### src/rtl/ldtu_sample_encoder_pkg.sv
// Shared types and constants for the LiTe-DTU sample encoder.
// Latency: n/a (declarations only).
// Backpressure: n/a.
//
// Contents: word/sample widths, word header codes, packer state enum and
// a helper that assembles a partial-baseline word from a sample count.
package ldtu_enc_pkg;

   localparam int WORD_W  = 32;
   localparam int BSAMP_W = 6;
   localparam int SSAMP_W = 13;
   localparam int BCNT_W  = 3;
   localparam int NBASE   = 5;

   localparam logic [1:0] HDR_BASE  = 2'b01;
   localparam logic [2:0] HDR_BPART = 3'b110;
   localparam logic [5:0] HDR_SIG   = 6'b001010;
   localparam logic [5:0] HDR_SPART = 6'b001011;

   typedef logic [WORD_W-1:0]  word_t;
   typedef logic [BSAMP_W-1:0] bsamp_t;
   typedef logic [SSAMP_W-1:0] ssamp_t;

   typedef enum logic {
      BASE = 1'b0,
      SIG  = 1'b1
   } enc_state_t;

   // Partial baseline word: only the first n stored samples are placed,
   // stale assembly-register contents above n stay zero.
   function automatic word_t pack_bpart(input logic [3:0][BSAMP_W-1:0] b,
                                        input logic [BCNT_W-1:0] n);
      word_t w;
      w = '0;
      w[31:29] = HDR_BPART;
      w[28:26] = n;
      for (int i = 0; i < 4; i++) begin
         if (BCNT_W'(i) < n) begin
            w[i*BSAMP_W +: BSAMP_W] = b[i];
         end
      end
      return w;
   endfunction

endpackage

### src/rtl/ldtu_sample_encoder_if.sv
// Word stream from the encoder towards the serializer.
// Latency: n/a (wires only).
// Backpressure: serializer drives word_ready; a word moves on word_valid && word_ready.
//
// Signals: word_out (head word), word_valid (FIFO not empty), word_ready (sink accepts).
interface ldtu_word_if;
   import ldtu_enc_pkg::*;

   word_t word_out;
   logic  word_valid;
   logic  word_ready;

   modport master (output word_out, output word_valid, input  word_ready);
   modport slave  (input  word_out, input  word_valid, output word_ready);

endinterface

### src/rtl/ldtu_sample_encoder_word_fifo.sv
// Synchronous show-ahead word FIFO with level counter and sticky overflow flag.
// Latency: a pushed word is visible at the head one edge after push when empty.
// Backpressure: push while full without a pop drops the word and sets o_overflow.
//
// Ports: CLK, rst_b (sync, active-low), i_push/i_push_dat, i_pop,
//        o_head_dat (zero when empty), o_empty, o_level, o_overflow.
module ldtu_word_fifo #(
   parameter int Depth = 4,
   parameter int LvlW  = 3,
   parameter int DatW  = 32
) (
   input  logic            CLK,
   input  logic            rst_b,
   input  logic            i_push,
   input  logic [DatW-1:0] i_push_dat,
   input  logic            i_pop,
   output logic [DatW-1:0] o_head_dat,
   output logic            o_empty,
   output logic [LvlW-1:0] o_level,
   output logic            o_overflow
);

   localparam int AW = (Depth > 1) ? $clog2(Depth) : 1;

   logic [DatW-1:0] r_mem [Depth];
   logic [AW-1:0]   r_wr_ptr;
   logic [AW-1:0]   r_rd_ptr;
   logic [LvlW-1:0] r_level;
   logic            r_overflow;

   logic w_full;
   logic w_empty;
   logic w_do_pop;
   logic w_do_push;

   assign w_full   = (r_level == LvlW'(Depth));
   assign w_empty  = (r_level == '0);
   // Pop on an empty FIFO is ignored; a pop frees the slot a full push needs.
   assign w_do_pop  = i_pop && !w_empty;
   assign w_do_push = i_push && (!w_full || w_do_pop);

   always_ff @(posedge CLK) begin
      if (!rst_b) begin
         r_wr_ptr   <= '0;
         r_rd_ptr   <= '0;
         r_level    <= '0;
         r_overflow <= 1'b0;
      end else begin
         if (w_do_push) begin
            r_wr_ptr <= r_wr_ptr + AW'(1);
         end
         if (w_do_pop) begin
            r_rd_ptr <= r_rd_ptr + AW'(1);
         end
         if (w_do_push && !w_do_pop) begin
            r_level <= r_level + LvlW'(1);
         end else if (w_do_pop && !w_do_push) begin
            r_level <= r_level - LvlW'(1);
         end
         if (i_push && !w_do_push) begin
            r_overflow <= 1'b1;
         end
      end
   end

   // Storage needs no reset: pointers and level define what is valid.
   always_ff @(posedge CLK) begin
      if (w_do_push) begin
         r_mem[r_wr_ptr] <= i_push_dat;
      end
   end

   assign o_head_dat = w_empty ? '0 : r_mem[r_rd_ptr];
   assign o_empty    = w_empty;
   assign o_level    = r_level;
   assign o_overflow = r_overflow;

endmodule

### src/rtl/ldtu_sample_encoder.sv
// Packs one 13-bit sample per cycle into 32-bit words (5 baseline or 2 signal per word).
// Latency: the completing sample's edge pushes the word; visible at the head 1 edge later.
// Backpressure: none on the sample input; full output FIFO drops words and sets fifo_overflow.
//
// Ports: CLK, rst_b (sync, active-low), DATA_to_enc[12:0], baseline_flag,
//        word_if (master: word_out, word_valid, word_ready), fill_level, fifo_overflow.
module ldtu_sample_encoder
   import ldtu_enc_pkg::*;
#(
   parameter int OutFifoDepth = 4,
   parameter int NBitsLvl     = 3
) (
   input  logic                CLK,
   input  logic                rst_b,
   input  logic [12:0]         DATA_to_enc,
   input  logic                baseline_flag,
   ldtu_word_if.master         word_if,
   output logic [NBitsLvl-1:0] fill_level,
   output logic                fifo_overflow
);

   enc_state_t                r_state;
   logic [BCNT_W-1:0]         r_bcnt;
   logic [3:0][BSAMP_W-1:0]   r_bsamp;
   ssamp_t                    r_sig;
   logic                      r_held;

   logic  w_push;
   word_t w_word;
   logic  w_empty;

   // Word emission is decided from current state and the incoming sample so
   // the completing sample is pushed on its own edge.
   always_comb begin
      w_push = 1'b0;
      w_word = '0;
      unique case (r_state)
         BASE: begin
            if (baseline_flag) begin
               if (r_bcnt == BCNT_W'(NBASE - 1)) begin
                  w_push = 1'b1;
                  w_word = {HDR_BASE, DATA_to_enc[BSAMP_W-1:0],
                            r_bsamp[3], r_bsamp[2], r_bsamp[1], r_bsamp[0]};
               end
            end else if (r_bcnt != '0) begin
               w_push = 1'b1;
               w_word = pack_bpart(r_bsamp, r_bcnt);
            end
         end
         SIG: begin
            if (!baseline_flag) begin
               if (r_held) begin
                  w_push = 1'b1;
                  w_word = {HDR_SIG, DATA_to_enc, r_sig};
               end
            end else if (r_held) begin
               w_push = 1'b1;
               w_word = {HDR_SPART, {SSAMP_W{1'b0}}, r_sig};
            end
         end
         default: begin
            w_push = 1'b0;
            w_word = '0;
         end
      endcase
   end

   always_ff @(posedge CLK) begin
      if (!rst_b) begin
         r_state <= BASE;
         r_bcnt  <= '0;
         r_bsamp <= '0;
         r_sig   <= '0;
         r_held  <= 1'b0;
      end else begin
         unique case (r_state)
            BASE: begin
               if (baseline_flag) begin
                  if (r_bcnt == BCNT_W'(NBASE - 1)) begin
                     r_bcnt <= '0;
                  end else begin
                     r_bsamp[r_bcnt[1:0]] <= DATA_to_enc[BSAMP_W-1:0];
                     r_bcnt               <= r_bcnt + BCNT_W'(1);
                  end
               end else begin
                  r_sig   <= DATA_to_enc;
                  r_held  <= 1'b1;
                  r_bcnt  <= '0;
                  r_state <= SIG;
               end
            end
            SIG: begin
               if (!baseline_flag) begin
                  if (r_held) begin
                     r_held <= 1'b0;
                  end else begin
                     r_sig  <= DATA_to_enc;
                     r_held <= 1'b1;
                  end
               end else begin
                  r_bsamp[0] <= DATA_to_enc[BSAMP_W-1:0];
                  r_bcnt     <= BCNT_W'(1);
                  r_held     <= 1'b0;
                  r_state    <= BASE;
               end
            end
            default: begin
               r_state <= BASE;
            end
         endcase
      end
   end

   ldtu_word_fifo #(
      .Depth (OutFifoDepth),
      .LvlW  (NBitsLvl),
      .DatW  (WORD_W)
   ) u_word_fifo (
      .CLK        (CLK),
      .rst_b      (rst_b),
      .i_push     (w_push),
      .i_push_dat (w_word),
      .i_pop      (word_if.word_ready),
      .o_head_dat (word_if.word_out),
      .o_empty    (w_empty),
      .o_level    (fill_level),
      .o_overflow (fifo_overflow)
   );

   assign word_if.word_valid = !w_empty;

endmodule

### src/flat_wrapper.sv
// flat-port wrapper written by rule: the top's interface ports become plain ports
module ldtu_sample_encoder_flat import ldtu_enc_pkg::*;
#(
   parameter int OutFifoDepth = 4,
   parameter int NBitsLvl     = 3
)
  (CLK, rst_b, DATA_to_enc, baseline_flag, fill_level, fifo_overflow, word_if_word_out, word_if_word_valid, word_if_word_ready);
  ldtu_word_if word_if_i ();
  input  logic CLK;
  input  logic rst_b;
  input  logic [12:0] DATA_to_enc;
  input  logic baseline_flag;
  output logic [NBitsLvl-1:0] fill_level;
  output logic fifo_overflow;
  output wire logic [$bits(word_if_i.word_out)-1:0] word_if_word_out;
  output wire logic [$bits(word_if_i.word_valid)-1:0] word_if_word_valid;
  input wire logic [$bits(word_if_i.word_ready)-1:0] word_if_word_ready;
  assign word_if_word_out = word_if_i.word_out;
  assign word_if_word_valid = word_if_i.word_valid;
  assign word_if_i.word_ready = word_if_word_ready;
  ldtu_sample_encoder #(.OutFifoDepth(OutFifoDepth), .NBitsLvl(NBitsLvl)) u_core (.CLK(CLK), .rst_b(rst_b), .DATA_to_enc(DATA_to_enc), .baseline_flag(baseline_flag), .word_if(word_if_i), .fill_level(fill_level), .fifo_overflow(fifo_overflow));
endmodule
### config.mk
export PLATFORM = sky130hd
export DESIGN_NAME = ldtu_sample_encoder_flat
export DESIGN_NICKNAME = d
export VERILOG_FILES = /design/src/rtl/ldtu_sample_encoder_pkg.sv /design/src/rtl/ldtu_sample_encoder_if.sv /design/src/rtl/ldtu_sample_encoder_word_fifo.sv /design/src/rtl/ldtu_sample_encoder.sv /design/src/flat_wrapper.sv
export SDC_FILE = /design/constraint.sdc
export NUM_CORES = 1
export LEC_CHECK = 0
export ABC_AREA = 1
export CAP_MARGIN = 15
export CORE_MARGIN = 1.5
export CORE_UTILIZATION = 56
export DETAILED_ROUTE_END_ITERATION = 10
export DONT_BUFFER_PORTS = 1
export GPL_TIMING_DRIVEN = 0
export PLACE_DENSITY = 0.71
export SYNTH_ARGS = -nofsm -noshare
export SYNTH_HDL_FRONTEND = slang
export SYNTH_SLANG_ARGS = --single-unit
### constraint.sdc
create_clock -name CLK -period 6.1 [get_ports CLK]
set_input_delay 1.22 -clock CLK [delete_from_list [all_inputs] [get_ports CLK]]
set_output_delay 1.22 -clock CLK [all_outputs]
set_load 0.05 [all_outputs]
# After elaboration in Yosys (flattened, before gate mapping)
# Memories as Yosys holds them, arrays and structs flattened. A register that Yosys moved wholly into a read port is not among the register bits.
# Index checks and enable logic that the tools add are counted.
# word_totals
wordCells	94
mem_bits_rw	128
inputBits	17
memories	1
ff_bits	50
output_inout_bits	37
# op_classes
reduce_logical	17
eq_ne	8
n_lt_le_gt_ge	6
muxes	43
bitwise_logic	2
add_sub_neg	5
# mem_list
memory	depth	word_bits	read_ports	rd_ports_with_merged_regs	write_ports	line_no	text
u_core.u_word_fifo.r_mem	4	32	1	1	1	ldtu_sample_encoder_word_fifo.sv:25	logic [DatW-1:0] r_mem [Depth];
# op_table
op	count
32-bit two-way mux	4
32-bit case mux with 2 select lines	1
30-bit two-way mux	2
6-bit two-way mux	8
13-bit two-way mux	3
31-bit two-way mux	1
13-bit case mux with 2 select lines	1
24-bit bitwise mux	1
3-bit two-way mux	5
6-bit demux with 2-bit select	1
2-bit != test (second input constant)	6
6-bit case mux with 2 select lines	1
1-bit two-way mux	10
3-bit AND reduction	3
3-bit by 1-bit adder with 3-bit output (second input constant)	2
3-bit == test (second input constant)	2
1-bit logical AND	6
1-bit by 3-bit < comparator with 1-bit output (first input constant)	2
2-bit by 3-bit < comparator with 1-bit output (first input constant)	2
3-bit case mux with 2 select lines	1
2-bit by 1-bit adder with 2-bit output (second input constant)	2
1-bit logical NOT	4
2-bit two-way mux	2
1-bit case mux with 2 select lines	2
8 further kinds	9

# Longest topological paths before layout
# logic_depth
word_depth	9
depth_mapped	16
mapped_depth_nobuf	16

# Cells and area by module
# A second synthesis with hierarchy kept.
# unflattened
cells_unflattened	818
hier_area_um2	7802.5
# by_module_without_submodules
module	cells_each	area_each_um2	instances	seq_area_each_um2
ldtu_word_fifo	452	5491.5	1	4043.9
ldtu_sample_encoder	366	2311.0	1	840.8

# Least setup slack after synthesis
# No wires, ideal clock.
# synth_timing
path_type	register to output
from	register u_core.u_word_fifo.r_level[1] (netlist: u_core.u_word_fifo.o_level[1])
to	output word_if_word_out[11]
setup_slack_ns	2.421
arrival_ns	2.459
path_buffers	1
required_ns	4.880
stages_incl_launch_ff	6
cell_sequence	dfxtp_1 > inv_1 > nand3_1 > inv_1 > buf_1 > a21oi_1
# synth_via
elab_chain_cells	2
# synth_rtl
element	line_no	text
start, declared	ldtu_sample_encoder_word_fifo.sv:28	logic [LvlW-1:0] r_level;
start signal, assigned	ldtu_sample_encoder_word_fifo.sv:56	r_level <= r_level + LvlW'(1);
start signal, assigned	ldtu_sample_encoder_word_fifo.sv:58	r_level <= r_level - LvlW'(1);
3-bit logical NOT	ldtu_sample_encoder_word_fifo.sv:37	assign w_empty = (r_level == '0);
32-bit two-way mux	ldtu_sample_encoder_word_fifo.sv:73	assign o_head_dat = w_empty ? '0 : r_mem[r_rd_ptr];
end, declared	flat_wrapper.sv:15	output wire logic [$bits(word_if_i.word_out)-1:0] word_if_word_out;
# Every way passes these cells.

# Worst setup path after layout
# layout_timing
from	register u_core.u_word_fifo.r_level[1] (netlist: u_core.u_word_fifo.o_level[1])
to	output word_if_word_out[21]
# Same word-level chain as after synthesis.

==> metrics.md <==
| Metric | Value |
|---|---|
| Outcome | `complete, no violations` |
| Simple-Gate Fraction of Synth Area | `15.6%` |
| Max IR drop VDD | `297 uV` |
| CP arrival | `3390 ps` |
| Die Area | `approximately 14,000 sq um` |
| Crit Path Max Fanout | `10` |
| Fin crit share | `about three quarters` |
| Mean Syn Cell Area | `10.1 sq um` |
| RR Endpoint | `u_core.u_word_fifo.o_level[2]` |
| Max Fclk | `217 MHz` |
| Cell Area, Placed | `7840 sq um` |
| Post-synth EDFFs | `128` |
| Number of global-route vias before repair | `around 5.2k` |
| Setup Fix Bufs, Post-CTS | `0` |
| Layout cells sized above 1 | `8.49%` |
| Reg clk slew, reported paths | `60 ps` |
| Top delay family on crit path | `compound AO/OA/AOI/OAI gates` |
| Non-filler cells in the finished layout | `953` |
| Area delta synth->final | `11.4%` |
| DRC viols | `0` |
| Main combinational cell family by area after synthesis | `simple AND/OR/NAND/NOR gates` |
| CP startpoint kind | `register` |
| Min-delay src | `u_core.r_bsamp[8]` |
| CP Data Required Time | `roughly 5000 ps` |
| Initial core utilization | `a little under three fifths` |
| CTS Buffer Depth | `2` |
| Die Wd | `119 microns` |
| Slew @ Worst Pin | `1170 ps` |
| Register bit total from synthesis | `180` |
| Grt total ovfl | `0` |
| Largest stage delay, worst path | `between 900 and 1000 ps` |
| Ys async rst share | `0%` |
| Unrepaired setup endpoints after global routing | `false` |
| Final core utilization | `63.4%` |
| Global-route wire length before repair | `27,800 microns` |
| Post-CTS Hold Buffers | `0` |
| Tot GR Track Use | `26.3%` |
| Post-Syn Nets | `a little under 800` |
| Final clock skew | `9.35 ps` |
| Max Cap Viol | `0` |
| Post-synth top area share | `about half` |
| Core area | `13,200 sq um` |
| Leading area contributor after synthesis | `edfxtp_1` |
| WL final | `17,600 microns` |
| PortBufs | `0` |
| Post-DRT Antenna Nets | `0` |
| CTS root buffer | `clkbuf_16` |
| Latest clock arrival within the worst-skew pair | `around 430 ps` |
| Placed cell count | `a little over 900` |
| Worst R2R Start | `u_core.r_bcnt[0]` |
| Placer congestion estimate | `0.948` |
| Adder-cell area share of the yosys netlist | `1.77%` |
| Cell mode on critical path | `inv_1` |
| Clock sink count | `180` |
| Number of diodes | `0` |
| Largest net degree at the start of global routing | `30` |
| Layout Nets | `around 800` |
| Critical path type | `reg -> out` |
| Slew margin rel. | `22.4%` |
| Drt wl/cell | `18.5 microns` |
| Mapped Cells | `743` |
| Worst reg2reg setup slack | `between 3000 and 4000 ps` |
| Fin Hold WS | `around 470 ps` |
| CTS resizes | `0` |
| Crit path cell chain | `inv_1 > nand3_1 > inv_1 > clkbuf_1 > a21oi_1` |
| Synth Flop Type | `edfxtp_1` |
| Largest cells by area after synthesis | `edfxtp_1, dfxtp_1, nor2_1` |
| Fin. max-slew vios | `0` |
| HP Class | `reg -> reg` |
| Vias post-DR | `5,392` |
| Buffer and inverter count on the worst path | `3` |
| R2r worst-path depth | `14` |
| Row count | `42` |
| I/O pin count | `54` |
| Initial antenna violation count | `0` |
| Final Cell Area | `8360 sq um` |
| CTS tree | `built` |
| DIE HEIGHT | `119 microns` |
| Endpoints failing setup | `0` |
| DRT iter0 DRCs | `roughly 540` |
| CP max stage cell | `a21oi_1` |
| Setup TNS | `0 ps` |
| Post-Synth XOR/XNOR Area | `0.233%` |
| Hold EP | `u_core.r_bsamp[8]` |
| Final hold violation count | `0` |
| Pwr dens | `426 nW/um^2` |
| Synth cell types | `29` |
| Mux contribution to synthesized area | `0%` |
| Total CTS buffers | `17` |
| Dpl hpwl | `12,000 microns` |
| H-Tree Depth | `4` |
| Pre-antenna DRT Iters | `5` |
| Via density | `5.66` |
| Compound-Gate Fraction of Synth Area | `12.7%` |
| CP endpoint kind | `output pin` |
| Synthesized area | `about 7500 sq um` |
| YS warnings | `0` |
| Crit path time final | `4610 ps` |
| Sequential area share after synthesis | `65.0%` |
| Leak Pwr | `3.01 nW` |
| Hold Path Depth | `2` |
-- how the worst max path moves through the flow --
stage                                  startpoint                              end  cells after the start
finish              u_core.u_word_fifo.o_level[1]             word_if_word_out[21]                      5
global route        u_core.u_word_fifo.o_level[1]             word_if_word_out[12]                      5
CTS                 u_core.u_word_fifo.o_level[1]             word_if_word_out[21]                      5
detailed placement  u_core.u_word_fifo.o_level[1]             word_if_word_out[21]                      5
global placement                    baseline_flag  u_core.u_word_fifo.r_mem[2][17]                      6
floorplan           u_core.u_word_fifo.o_level[1]             word_if_word_out[11]                      5
-- routing by layer --
metal | wire (microns) | track usage [%]
met4 | 252 | 8.13
met2 | 8410 | 42.0
met3 | 1500 | 8.16
met1 | 7480 | 34.8
met5 | 0 | 0
-- synth_stat cells, types with 2 or more instances --
cell      count
a21oi_1      62
buf_1         2
buf_2        13
buf_4         3
buf_6         2
clkbuf_1     14
clkinv_1      2
dfxtp_1      52
edfxtp_1    128
ha_1          9
inv_1        39
inv_2         2
inv_4         3
nand2_1      59
nand2_2       2
nand2_4       3
nand3_1      34
nor2_1      182
nor2_4        2
o21ai_0     119
o221ai_1      2
xor2_1        2
-- worst min-delay path: stages (launching register included) --
cell,delay (ps)
dfxtp_1,310
nand2_1,60
a21oi_1,50
-- sequential cells by signal (all words and copies together) (netlist names), named ones only --
| name | cells |
|---|---|
| u_core.u_word_fifo.r_rd_ptr | 2 |
| u_core.u_word_fifo.r_wr_ptr | 2 |
| u_core.u_word_fifo.r_mem | 128 |
| u_core.r_bcnt | 3 |
| u_core.u_word_fifo.o_overflow | 1 |
| u_core.u_word_fifo.o_level | 3 |
| u_core.r_bsamp | 24 |
| u_core.r_state | 1 |
| u_core.r_sig | 13 |
| u_core.r_held | 1 |
-- cell usage in the layout, fill, tap and decap left out --
master,netlist,routed
buf_1,2,2
nand2_1,59,59
inv_4,3,3
buf_2,13,13
nand3_4,1,1
o22ai_1,1,1
o21ai_0,119,119
nor2_4,2,6
a21oi_1,62,62
nand2_4,3,3
nor2_1,182,178
clkbuf_1,14,16
buf_6,2,2
clkinv_2,0,4
buf_12,0,4
buf_4,3,3
clkbuf_16,0,17
clkinv_4,0,2
nand4_1,1,1
dfxtp_1,52,52
ha_1,9,9
clkinvlp_4,0,2
o221ai_1,2,2
bufinv_16,0,1
inv_2,2,2
nand3_1,34,34
edfxtp_1,128,128
xor2_1,2,2
fa_1,1,1
nand2_2,2,2
nor4_1,1,1
clkinv_1,2,4
o21ai_1,1,1
inv_1,39,39
a21oi_4,1,1
-- cell families (layout without fill, tap and decap cells) --
family | after synthesis | after routing
buffers and inverters | 80 | 114
adder cells (fa/ha/maj) | 10 | 10
XOR/XNOR | 2 | 2
AO/OA/AOI/OAI | 186 | 186
flip-flops | 180 | 180
AND/OR/NAND/NOR | 285 | 285
-- final cells by class --
class	instances	area (sq um)
inverter	46	180
tap	176	220
clock buffer	19	433
timing repair buffer	4	80.1
multi-input combinational	483	2300
fill	1050	4830
sequential	180	4880
clock inverter	11	90.1
buffer	34	170
-- power breakdown --
| part | switching (W) | total (W) | internal [W] |
|---|---|---|---|
| registers | 0.0000654 | 0.00145 | 0.00138 |
| clock network | 0.000426 | 0.000977 | 0.000551 |
| logic | 0.000959 | 0.00114 | 0.000182 |
| total | 0.00145 | 0.00357 | 0.00211 |
-- stage by stage --
step           worst slack, ps  power [W]
2_1_floorplan             2420    0.00240
5_1_grt                   1380    0.00370
6_report                  1490    0.00357
3_3_place_gp              1350    0.00258
3_5_place_dp              1940    0.00261
4_1_cts                   1470    0.00358
Power figures use the tool's default switching activity.
